==> src/rtl/lcd_bus_driver.sv <==
// rtl/lcd_bus_driver.sv - HD44780 bus cycle generator fed by the io_lcd register
// Turns strobed register writes into timed setup/enable/hold cycles followed by an execution wait.
module lcd_bus_driver #(
    parameter int SETUP_CYC     = 2,
    parameter int PULSE_CYC     = 12,
    parameter int HOLD_CYC      = 2,
    parameter int EXEC_CYC      = 2000,
    parameter int LONG_EXEC_CYC = 80000
) (
    input  logic        clk_i,
    input  logic        rst_i,
    input  logic [31:0] lcd_word_i,
    output logic        lcd_on_o,
    output logic        lcd_en_o,
    output logic        lcd_rs_o,
    output logic        lcd_rw_o,
    output logic [7:0]  lcd_data_o,
    output logic        busy_o,
    output logic        ovf_o
);

    function automatic int max2(input int a, input int b);
        return (a > b) ? a : b;
    endfunction

    localparam int MAX_CYC = max2(max2(max2(SETUP_CYC, PULSE_CYC), max2(HOLD_CYC, EXEC_CYC)),
                                  LONG_EXEC_CYC);
    localparam int CW = $clog2(MAX_CYC) + 1;

    localparam logic [CW-1:0] SETUP_LOAD = CW'(SETUP_CYC - 1);
    localparam logic [CW-1:0] PULSE_LOAD = CW'(PULSE_CYC - 1);
    localparam logic [CW-1:0] HOLD_LOAD  = CW'(HOLD_CYC - 1);
    localparam logic [CW-1:0] EXEC_LOAD  = CW'(EXEC_CYC - 1);
    localparam logic [CW-1:0] LONG_LOAD  = CW'(LONG_EXEC_CYC - 1);

    typedef enum logic [2:0] {
        S_IDLE,
        S_SETUP,
        S_PULSE,
        S_HOLD,
        S_WAIT
    } state_t;

    state_t          state;
    logic [CW-1:0]   cnt;
    logic            strobe_q;
    logic            pend_valid;
    logic            pend_rs;
    logic            pend_rw;
    logic [7:0]      pend_data;

    logic            word_strobe;
    logic            word_rs;
    logic            word_rw;
    logic [7:0]      word_data;
    logic            rise;
    logic            last;
    logic            dispatch;
    logic            is_long;
    logic            unused_bits;

    assign word_strobe = lcd_word_i[10];
    assign word_rs     = lcd_word_i[9];
    assign word_rw     = lcd_word_i[8];
    assign word_data   = lcd_word_i[7:0];
    assign unused_bits = ^lcd_word_i[30:11];

    assign rise = word_strobe & ~strobe_q;
    assign last = (cnt == '0);

    // Reads skip the execution wait, so their final HOLD cycle is the hand-off point.
    assign dispatch = last && ((state == S_WAIT) || ((state == S_HOLD) && lcd_rw_o));

    // Clear display and return home need the long execution time.
    assign is_long = !lcd_rs_o && !lcd_rw_o && (lcd_data_o inside {8'h01, 8'h02, 8'h03});

    always_ff @(posedge clk_i or posedge rst_i) begin
        if (rst_i) begin
            state      <= S_IDLE;
            cnt        <= '0;
            strobe_q   <= 1'b1;
            pend_valid <= 1'b0;
            pend_rs    <= 1'b0;
            pend_rw    <= 1'b0;
            pend_data  <= 8'h00;
            lcd_on_o   <= 1'b0;
            lcd_en_o   <= 1'b0;
            lcd_rs_o   <= 1'b0;
            lcd_rw_o   <= 1'b0;
            lcd_data_o <= 8'h00;
            busy_o     <= 1'b0;
            ovf_o      <= 1'b0;
        end else begin
            strobe_q <= word_strobe;
            lcd_on_o <= lcd_word_i[31];

            if ((state != S_IDLE) && !last) begin
                cnt <= cnt - CW'(1);
            end

            case (state)
                S_IDLE: begin
                    if (rise) begin
                        lcd_rs_o   <= word_rs;
                        lcd_rw_o   <= word_rw;
                        lcd_data_o <= word_data;
                        state      <= S_SETUP;
                        cnt        <= SETUP_LOAD;
                        busy_o     <= 1'b1;
                    end
                end
                S_SETUP: begin
                    if (last) begin
                        state    <= S_PULSE;
                        cnt      <= PULSE_LOAD;
                        lcd_en_o <= 1'b1;
                    end
                end
                S_PULSE: begin
                    if (last) begin
                        state    <= S_HOLD;
                        cnt      <= HOLD_LOAD;
                        lcd_en_o <= 1'b0;
                    end
                end
                S_HOLD: begin
                    if (last && !lcd_rw_o) begin
                        state <= S_WAIT;
                        cnt   <= is_long ? LONG_LOAD : EXEC_LOAD;
                    end
                end
                S_WAIT: begin
                end
                default: begin
                    state    <= S_IDLE;
                    lcd_en_o <= 1'b0;
                    busy_o   <= 1'b0;
                end
            endcase

            if (dispatch) begin
                if (pend_valid) begin
                    lcd_rs_o   <= pend_rs;
                    lcd_rw_o   <= pend_rw;
                    lcd_data_o <= pend_data;
                    state      <= S_SETUP;
                    cnt        <= SETUP_LOAD;
                    // A word arriving now refills the slot being vacated.
                    pend_valid <= rise;
                    if (rise) begin
                        pend_rs   <= word_rs;
                        pend_rw   <= word_rw;
                        pend_data <= word_data;
                    end
                end else if (rise) begin
                    lcd_rs_o   <= word_rs;
                    lcd_rw_o   <= word_rw;
                    lcd_data_o <= word_data;
                    state      <= S_SETUP;
                    cnt        <= SETUP_LOAD;
                end else begin
                    state  <= S_IDLE;
                    busy_o <= 1'b0;
                end
            end else if ((state != S_IDLE) && rise) begin
                if (!pend_valid) begin
                    pend_valid <= 1'b1;
                    pend_rs    <= word_rs;
                    pend_rw    <= word_rw;
                    pend_data  <= word_data;
                end else begin
                    ovf_o <= 1'b1;
                end
            end
        end
    end

endmodule
==> config.mk <==
export PLATFORM = sky130hd
export DESIGN_NAME = lcd_bus_driver
export DESIGN_NICKNAME = d
export VERILOG_FILES = /design/src/rtl/lcd_bus_driver.sv
export SDC_FILE = /design/constraint.sdc
export NUM_CORES = 1
export LEC_CHECK = 0
export CAP_MARGIN = 10
export CORE_ASPECT_RATIO = 1.25
export CORE_MARGIN = 4
export CORE_UTILIZATION = 55
export CTS_BUF_LIST = sky130_fd_sc_hd__clkbuf_2 sky130_fd_sc_hd__clkbuf_4 sky130_fd_sc_hd__clkbuf_8
export DETAILED_ROUTE_END_ITERATION = 12
export HOLD_SLACK_MARGIN = 0.08
export PLACE_DENSITY = 0.83
export REMOVE_ABC_BUFFERS = 1
export SLEW_MARGIN = 20
export SYNTH_ARGS = -nofsm -noshare
export SYNTH_HDL_FRONTEND = slang
export SYNTH_SLANG_ARGS = --single-unit
==> constraint.sdc <==
create_clock -name clk_i -period 3.7 [get_ports clk_i]
set_clock_uncertainty 0.05 [all_clocks]
set_input_delay 0.74 -clock clk_i [delete_from_list [all_inputs] [get_ports clk_i]]
set_output_delay 0.74 -clock clk_i [all_outputs]
set_load 0.01 [all_outputs]
==> key figures, run 1 <==
Die
  – Die span in x: 71.0 um
  – Cell Rows: 28
  – Top-level port count: 48
  – Initial Util: 57.2%
  – Core area: 0.00476 sq mm
  – Die Y: 86.7 um
  – Die ar.: 0.00615 sq mm

Global routing
  – Largest net degree at the start of global routing: 48
  – Met3 GRT Util: 3.13%
  – Initial antenna violation count: 0
  – Total gr overflow: 0
  – Routing usage on met2: 36.4%
  – Vias in the first global route: 2249
  – Grt met1 use: 28.3%
  – Global routing's busiest layer: met2
  – First-pass GRT wire length: 10600 um
  – Total GRT Usage: 21.6%

Routing
  – DRT antenna net count: 0
  – Final WL: 6430 um
  – Detailed-route via count: 2348
  – Via-to-Cell Ratio: 6.54
  – WL per Instance: 17.9 um
  – First-pass iteration count of the detailed router: 4
  – DRC violations left: 0
  – Starting DRT DRC Count: 279

Setup path
  – CP endpoint kind: register
  – Critical Path RT: 3870 ps
  – Reg2reg path depth: 5
  – Worst Path Max Fanout: 10
  – Crit path launch type: register
  – Worst EP arrival: 3150 ps
  – Critical path class: register to register

Clock network
  – Deepest clock path buffer count: 2
  – # clock sinks: 47
  – CTS tree: yes
  – Root Buffer: clkbuf_8
  – Reg clk slew, reported paths: 100 ps
  – H-tree levels: 2
  – CTS Buf Count: 5
  – Clk_lat worst skew: 310 ps
  – Cts repair resizes: 0
  – Post-CTS Setup Bufs: 0
  – Cts hold-fix bufs: 0

Pwr
  – Power per cell area: 656 mW/mm^2
  – Gate power share: 40.6%
  – Worst VDD drop: 0.406 mV
  – P_sw: 0.808 mW
  – Clock power share: 16.4%
  – Switch share: 39.3%
  – Internal: 1.25 mW
  – Leak: 1.29 nW
  – Sequential share of power: 42.9%

Final layout
  – Share of cells above drive strength 1: 10.7%
  – Nets@finish: 334
  – Fill cell count: 415
  – # diodes: 0
  – Area delta synth->final: 15.0%
  – Final Instance Area: 0.00313 sq mm

Synthesis
  – Avg Cell Area, Syn: 9.91 sq um
  – Syn. warnings: 0
  – Sequential area share after synthesis: 43.2%
  – Synthesized area: 0.00273 sq mm
  – Ys async rst share: 100%
  – Synth area leader: dfrtp_1
  – Number of synthesized flops with an enable pin: 0
  – Post-synth top area share: 42.2%
  – Main flop type after synthesis: dfrtp_1
  – Commonest cells in the netlist: dfrtp_1, nor2_1, nor4_1
  – Synthesized flop and latch total: 47
  – Synth Instances: 275
  – Count leader, synth: dfrtp_1
  – Cell variety after synth: 49
  – Synth top area cells: dfrtp_1, xnor2_1, a2bb2oi_1, a211oi_1, nor4_1

Place
  – Routability cong.: 0.881
  – Final HPWL DP: 4470 um
  – Placed inst area: 0.00303 sq mm
  – I/O Buffers: 27

STA
  – Post-layout min period: 2990 ps
  – # setup viols final: 0
  – Final Cycle Share: 80.8%
  – Final-report hold violation count: 0
  – Setup TNS Final: 0 ps
  – Worst-margin pin slew: 892 ps
  – Final Max Tran Viols: 0
  – Max Freq: 335 MHz
  – RSZ-0062 raised after global routing: no
  – Worst slew margin: 40.5%

Worst hold path
  – Worst hold stages: 1
  – Worst hold path type: register to register

Outcome
  – Status: finished, final reports clean

Flow run
  – Max cap viols: 0
==> power groups by stage <==
stage | Sequential (mW) | Clock [mW] | Combinational [mW]
floorplan | 0.862 | 0 | 0.556
global placement | 0.880 | 0 | 0.811
detailed placement | 0.886 | 0 | 0.829
CTS | 0.881 | 0.340 | 0.838
global route | 0.911 | 0.364 | 0.924
finish | 0.883 | 0.338 | 0.836
==> worst max-delay path: stages (launching register included) <==
cell	delay [ps]
dfrtp_1	460
nor4_1	600
nand2_1	390
nor4_1	780
nand2_1	360
a31oi_1	260
==> placed cells by master (no fill, tap or decap), drive strengths merged, types with 10 or more instances in the layout <==
cell type	netlist	routed
clkdlybuf4s50	0	27
nor4	13	13
mux2	10	10
a2bb2oi	10	10
xnor2	12	12
dfrtp	46	46
a21oi	12	12
nand2	12	12
a211oi	12	12
inv	11	10
nor2	18	18
==> per-stage QoR <==
stage	std cells	util (%)	worst slack, ps	hold slack [ps]	power (mW)
after floorplan	259	-	1010	431	1.42
after global placement	351	63.7	806	427	1.69
after detailed placement	351	63.7	753	437	1.72
after CTS	359	65.8	769	449	2.06
after global routing	359	65.8	425	471	2.20
final	359	65.8	712	445	2.06
==> final cells by class <==
| class | count | area [sq um] | area share (%) |
|---|---|---|---|
| clock buffer | 6 | 82.6 | 2.63 |
| clock inverter | 2 | 16.3 | 0.519 |
| inverter | 11 | 42.5 | 1.36 |
| multi-input combinational | 201 | 1430 | 45.7 |
| sequential | 47 | 1180 | 37.6 |
| tap | 60 | 75.1 | 2.40 |
| timing repair buffer | 32 | 308 | 9.82 |
==> cells by family after synthesis <==
| group | after synthesis | synth area share, % |
|---|---|---|
| adders and majority gates | 2 | 0.918 |
| buffers and inverters | 27 | 4.27 |
| muxes | 16 | 7.02 |
| DFF | 47 | 43.2 |
| AOI/OAI and AO/OA | 74 | 21.1 |
| and+or+nand+nor | 95 | 19.0 |
| xor gates and xnor gates | 14 | 4.50 |
==> worst paths after layout <==
| kind | end | from | slack, ps |
|---|---|---|---|
| max | cnt[4] | cnt[2] | 710 |
| min | ovf_o | ovf_o | 440 |
| max reg2reg | cnt[4] | cnt[2] | 710 |
| min reg2reg | ovf_o | ovf_o | 440 |
| max in group asynchronous | pend_data[3] | rst_i | 2270 |
| min in group asynchronous | cnt[8] | rst_i | 840 |
==> metal layers <==
metal | up-vias | wire length, um | part of all wire (%)
met5 | - | 0 | 0
met1 | 1146 | 2730 | 43
met4 | 0 | 108 | 1.7
met2 | 91 | 3290 | 51
li1 | 1100 | - | -
met3 | 11 | 298 | 4.6
Power figures use the tool's default switching activity.
==> run 2, diff against run 1 <==
CORE_UTILIZATION = 49   (was 55)
PLACE_DENSITY = 0.78   (was 0.83)
clock period = 2.5 ns   (was 3.7 ns; I/O delays follow)
==> run 2 against run 1 <==
Routed wire length rose by 1.5%. Combinational power rose by 76%. Clock power rose by 38%. Count of clock-buffer cells in the layout fell by 1. Die area rose by 11%. Flip-flop and latch count did not move. Final area rose by 5.6%. Global-route usage fell by 1.2 points. Setup slack got worse by 600 ps. Total power rose by 55%. Non-clock buffer count rose by 20. Sequential power rose by 42%. Highest routed layer unchanged.
==> key figures, run 2 (same netlist as run 1, synthesis figures left out) <==
Outcome
  – Status: finished, final reports clean (unchanged)

Global routing
  – First-pass GRT wire length: 11000 um (was 10600 um)
  – Vias in the first global route: 2315 (was 2249)
  – Total gr overflow: 0 (unchanged)
  – Total GRT Usage: 20.4% (was 21.6%)
  – Largest net degree at the start of global routing: 27 (was 48)
  – Initial antenna violation count: 0 (unchanged)

STA
  – Setup TNS Final: 0 ps (unchanged)
  – RSZ-0062 raised after global routing: no (unchanged)
  – Post-layout min period: 2390 ps (was 2990 ps)
  – Max Freq: 419 MHz (was 335 MHz)
  – Final hold slack: 455 ps (was 445 ps)
  – Final-report hold violation count: 0 (unchanged)
  – # setup viols final: 0 (unchanged)
  – Worst-margin pin slew: 567 ps (was 892 ps)
  – Final Cycle Share: 95.6% (was 80.8%)
  – Final Max Tran Viols: 0 (unchanged)
  – Worst slew margin: 62.2% (was 40.5%)

Clock network
  – Cts hold-fix bufs: 0 (unchanged)
  – CTS tree: yes (unchanged)
  – # clock sinks: 47 (unchanged)
  – Clk_lat worst skew: 310 ps (about the same)
  – CTS Buf Count: 5 (unchanged)
  – Reg clk slew, reported paths: 90 ps (was 100 ps)
  – H-tree levels: 2 (unchanged)
  – Root Buffer: clkbuf_8 (unchanged)
  – Deepest clock path buffer count: 2 (unchanged)

Final layout
  – Layout Cells excl Fill: 383 (was 359)
  – # diodes: 0 (unchanged)
  – Area of the multi-input gates: 0.00145 sq mm (was 0.00143 sq mm)
  – Fill cell count: 470 (was 415)
  – FF+latch area: 0.00118 sq mm (unchanged)
  – Commonest non-fill, non-tap cell in the layout: dfrtp_1 (unchanged)
  – Nets@finish: 354 (was 334)
  – Area delta synth->final: 21.4% (was 15.0%)
  – Post-layout util: 61.2% (was 65.8%)
  – Share of cells above drive strength 1: 17.9% (was 10.7%)
  – Most frequent cells in the layout: dfrtp_1, clkdlybuf4s50_1, buf_4, nor2_1, xnor2_1 (was dfrtp_1, clkdlybuf4s50_1, nor2_1, nor4_1)

Routing
  – WL per Instance: 17.0 um (was 17.9 um)
  – First-pass iteration count of the detailed router: 4 (unchanged)
  – Final WL: 6530 um (was 6430 um)
  – Starting DRT DRC Count: 162 (was 279)
  – Via-to-Cell Ratio: 6.28 (was 6.54)
  – Detailed-route via count: 2405 (was 2348)
  – DRC violations left: 0 (unchanged)
  – DRT antenna net count: 0 (unchanged)

Setup path
  – Reg2reg path depth: 7 (was 5)
  – Worst Path Max Fanout: 7 (was 10)
  – CP endpoint kind: register (unchanged)
  – Top cell by count, worst path: buf_4
  – CP max stage delay: 430 ps (was 780 ps)
  – Crit path launch type: register (unchanged)
  – Critical Path RT: 2700 ps (was 3870 ps)
  – Worst EP arrival: 2590 ps (was 3150 ps)
  – Slowest cell on crit path: dfrtp_1 (was nor4_1)
  – Critical path class: register to register (unchanged)
  – R2R setup slack: 110 ps (was 710 ps)
  – CP cell instances: nor3_1 > and4_2 > buf_4 > nand2_1 > a221oi_1 > buf_4 > nand2b_1 (was nor4_1 > nand2_1 > nor4_1 > nand2_1 > a31oi_1)

Pwr
  – Worst VDD drop: 0.524 mV (was 0.406 mV)
  – Switch share: 39.0% (was 39.3%)
  – Power per cell area: 962 mW/mm^2 (was 656 mW/mm^2)
  – Leak: 1.40 nW (was 1.29 nW)
  – Gate power share: 46.2% (was 40.6%)
  – Clock power share: 14.6% (was 16.4%)
  – Design Power: 3.18 mW (was 2.06 mW)
  – P_sw: 1.24 mW (was 0.808 mW)
  – Sequential share of power: 39.1% (was 42.9%)
  – Internal: 1.94 mW (was 1.25 mW)

Die
  – Die span in x: 74.7 um (was 71.0 um)
  – Cell Rows: 30 (was 28)
  – Die ar.: 0.00683 sq mm (was 0.00615 sq mm)
  – Initial Util: 50.4% (was 57.2%)
  – Die Y: 91.4 um (was 86.7 um)
  – Core area: 0.00541 sq mm (was 0.00476 sq mm)
  – Top-level port count: 48 (unchanged)

Place
  – DP Cell Count: 374 (was 351)
  – Final HPWL DP: 4730 um (was 4470 um)
  – Routability cong.: 0.920 (was 0.881)
  – I/O Buffers: 27 (unchanged)

Worst hold path
  – Worst hold path type: register to register (unchanged)
  – Worst hold stages: 1 (unchanged)

Flow run
  – Max cap viols: 0 (unchanged)
## run 2: final timing paths
path | startpoint | endpoint
worst max-delay path | cnt[9] | cnt[0]
worst min-delay path | ovf_o | ovf_o
worst max register to register | cnt[9] | cnt[0]
worst min register to register | ovf_o | ovf_o
max in group asynchronous | rst_i | strobe_q
min in group asynchronous | rst_i | asynchronous set/reset pin
## run 2: layer usage
layer	vias up	track usage, %	share of wire (%)
met5	-	0	0
met4	0	5.64	1.5
met3	9	3.54	5.0
met2	92	33.4	51
met1	1169	27.5	43
li1	1135	-	-
## run 2: cell type report
class                      instances  area share [%]
tap                               64            2.42
clock buffer                       5            2.08
multi-input combinational        201            43.9
clock inverter                     3           0.567
timing repair buffer              52            14.2
sequential                        47            35.6
inverter                          11            1.25
## run 2: critical path, delay by kind of cell, from the launching register on
kind | cells | cell delay, ps
buf+inv | 2 | 370
flops | 1 | 430
simple gates | 4 | 1060
compound gates | 1 | 420
## run 2: stage by stage
stage                     area, sq um  setup slack [ps]
after global placement           3190              47.0
after global routing             3310              4.12
after CTS                        3280              55.7
final                            3310               111
after floorplan                  2650              -191
after detailed placement         3190              40.9
## run 2: power groups by stage
stage	Sequential [mW]	Clock (mW)	Combinational [mW]
5_1_grt	1.29	0.508	1.63
3_5_place_dp	1.25	0	1.44
4_1_cts	1.24	0.478	1.45
2_1_floorplan	1.28	0	0.822
3_3_place_gp	1.24	0	1.41
6_report	1.25	0.465	1.47
## run 2: what timing repair did
action | CTS | global route
resized for setup | 0 | 5
endpoints found under the setup margin | 0 | 28
setup buffers | 0 | 1
==> run 3, diff against run 2 <==
SLEW_MARGIN = 25   (was 20)
==> results of run 3 <==
The final DEF is identical to that of run 2; final timing and power are the same.
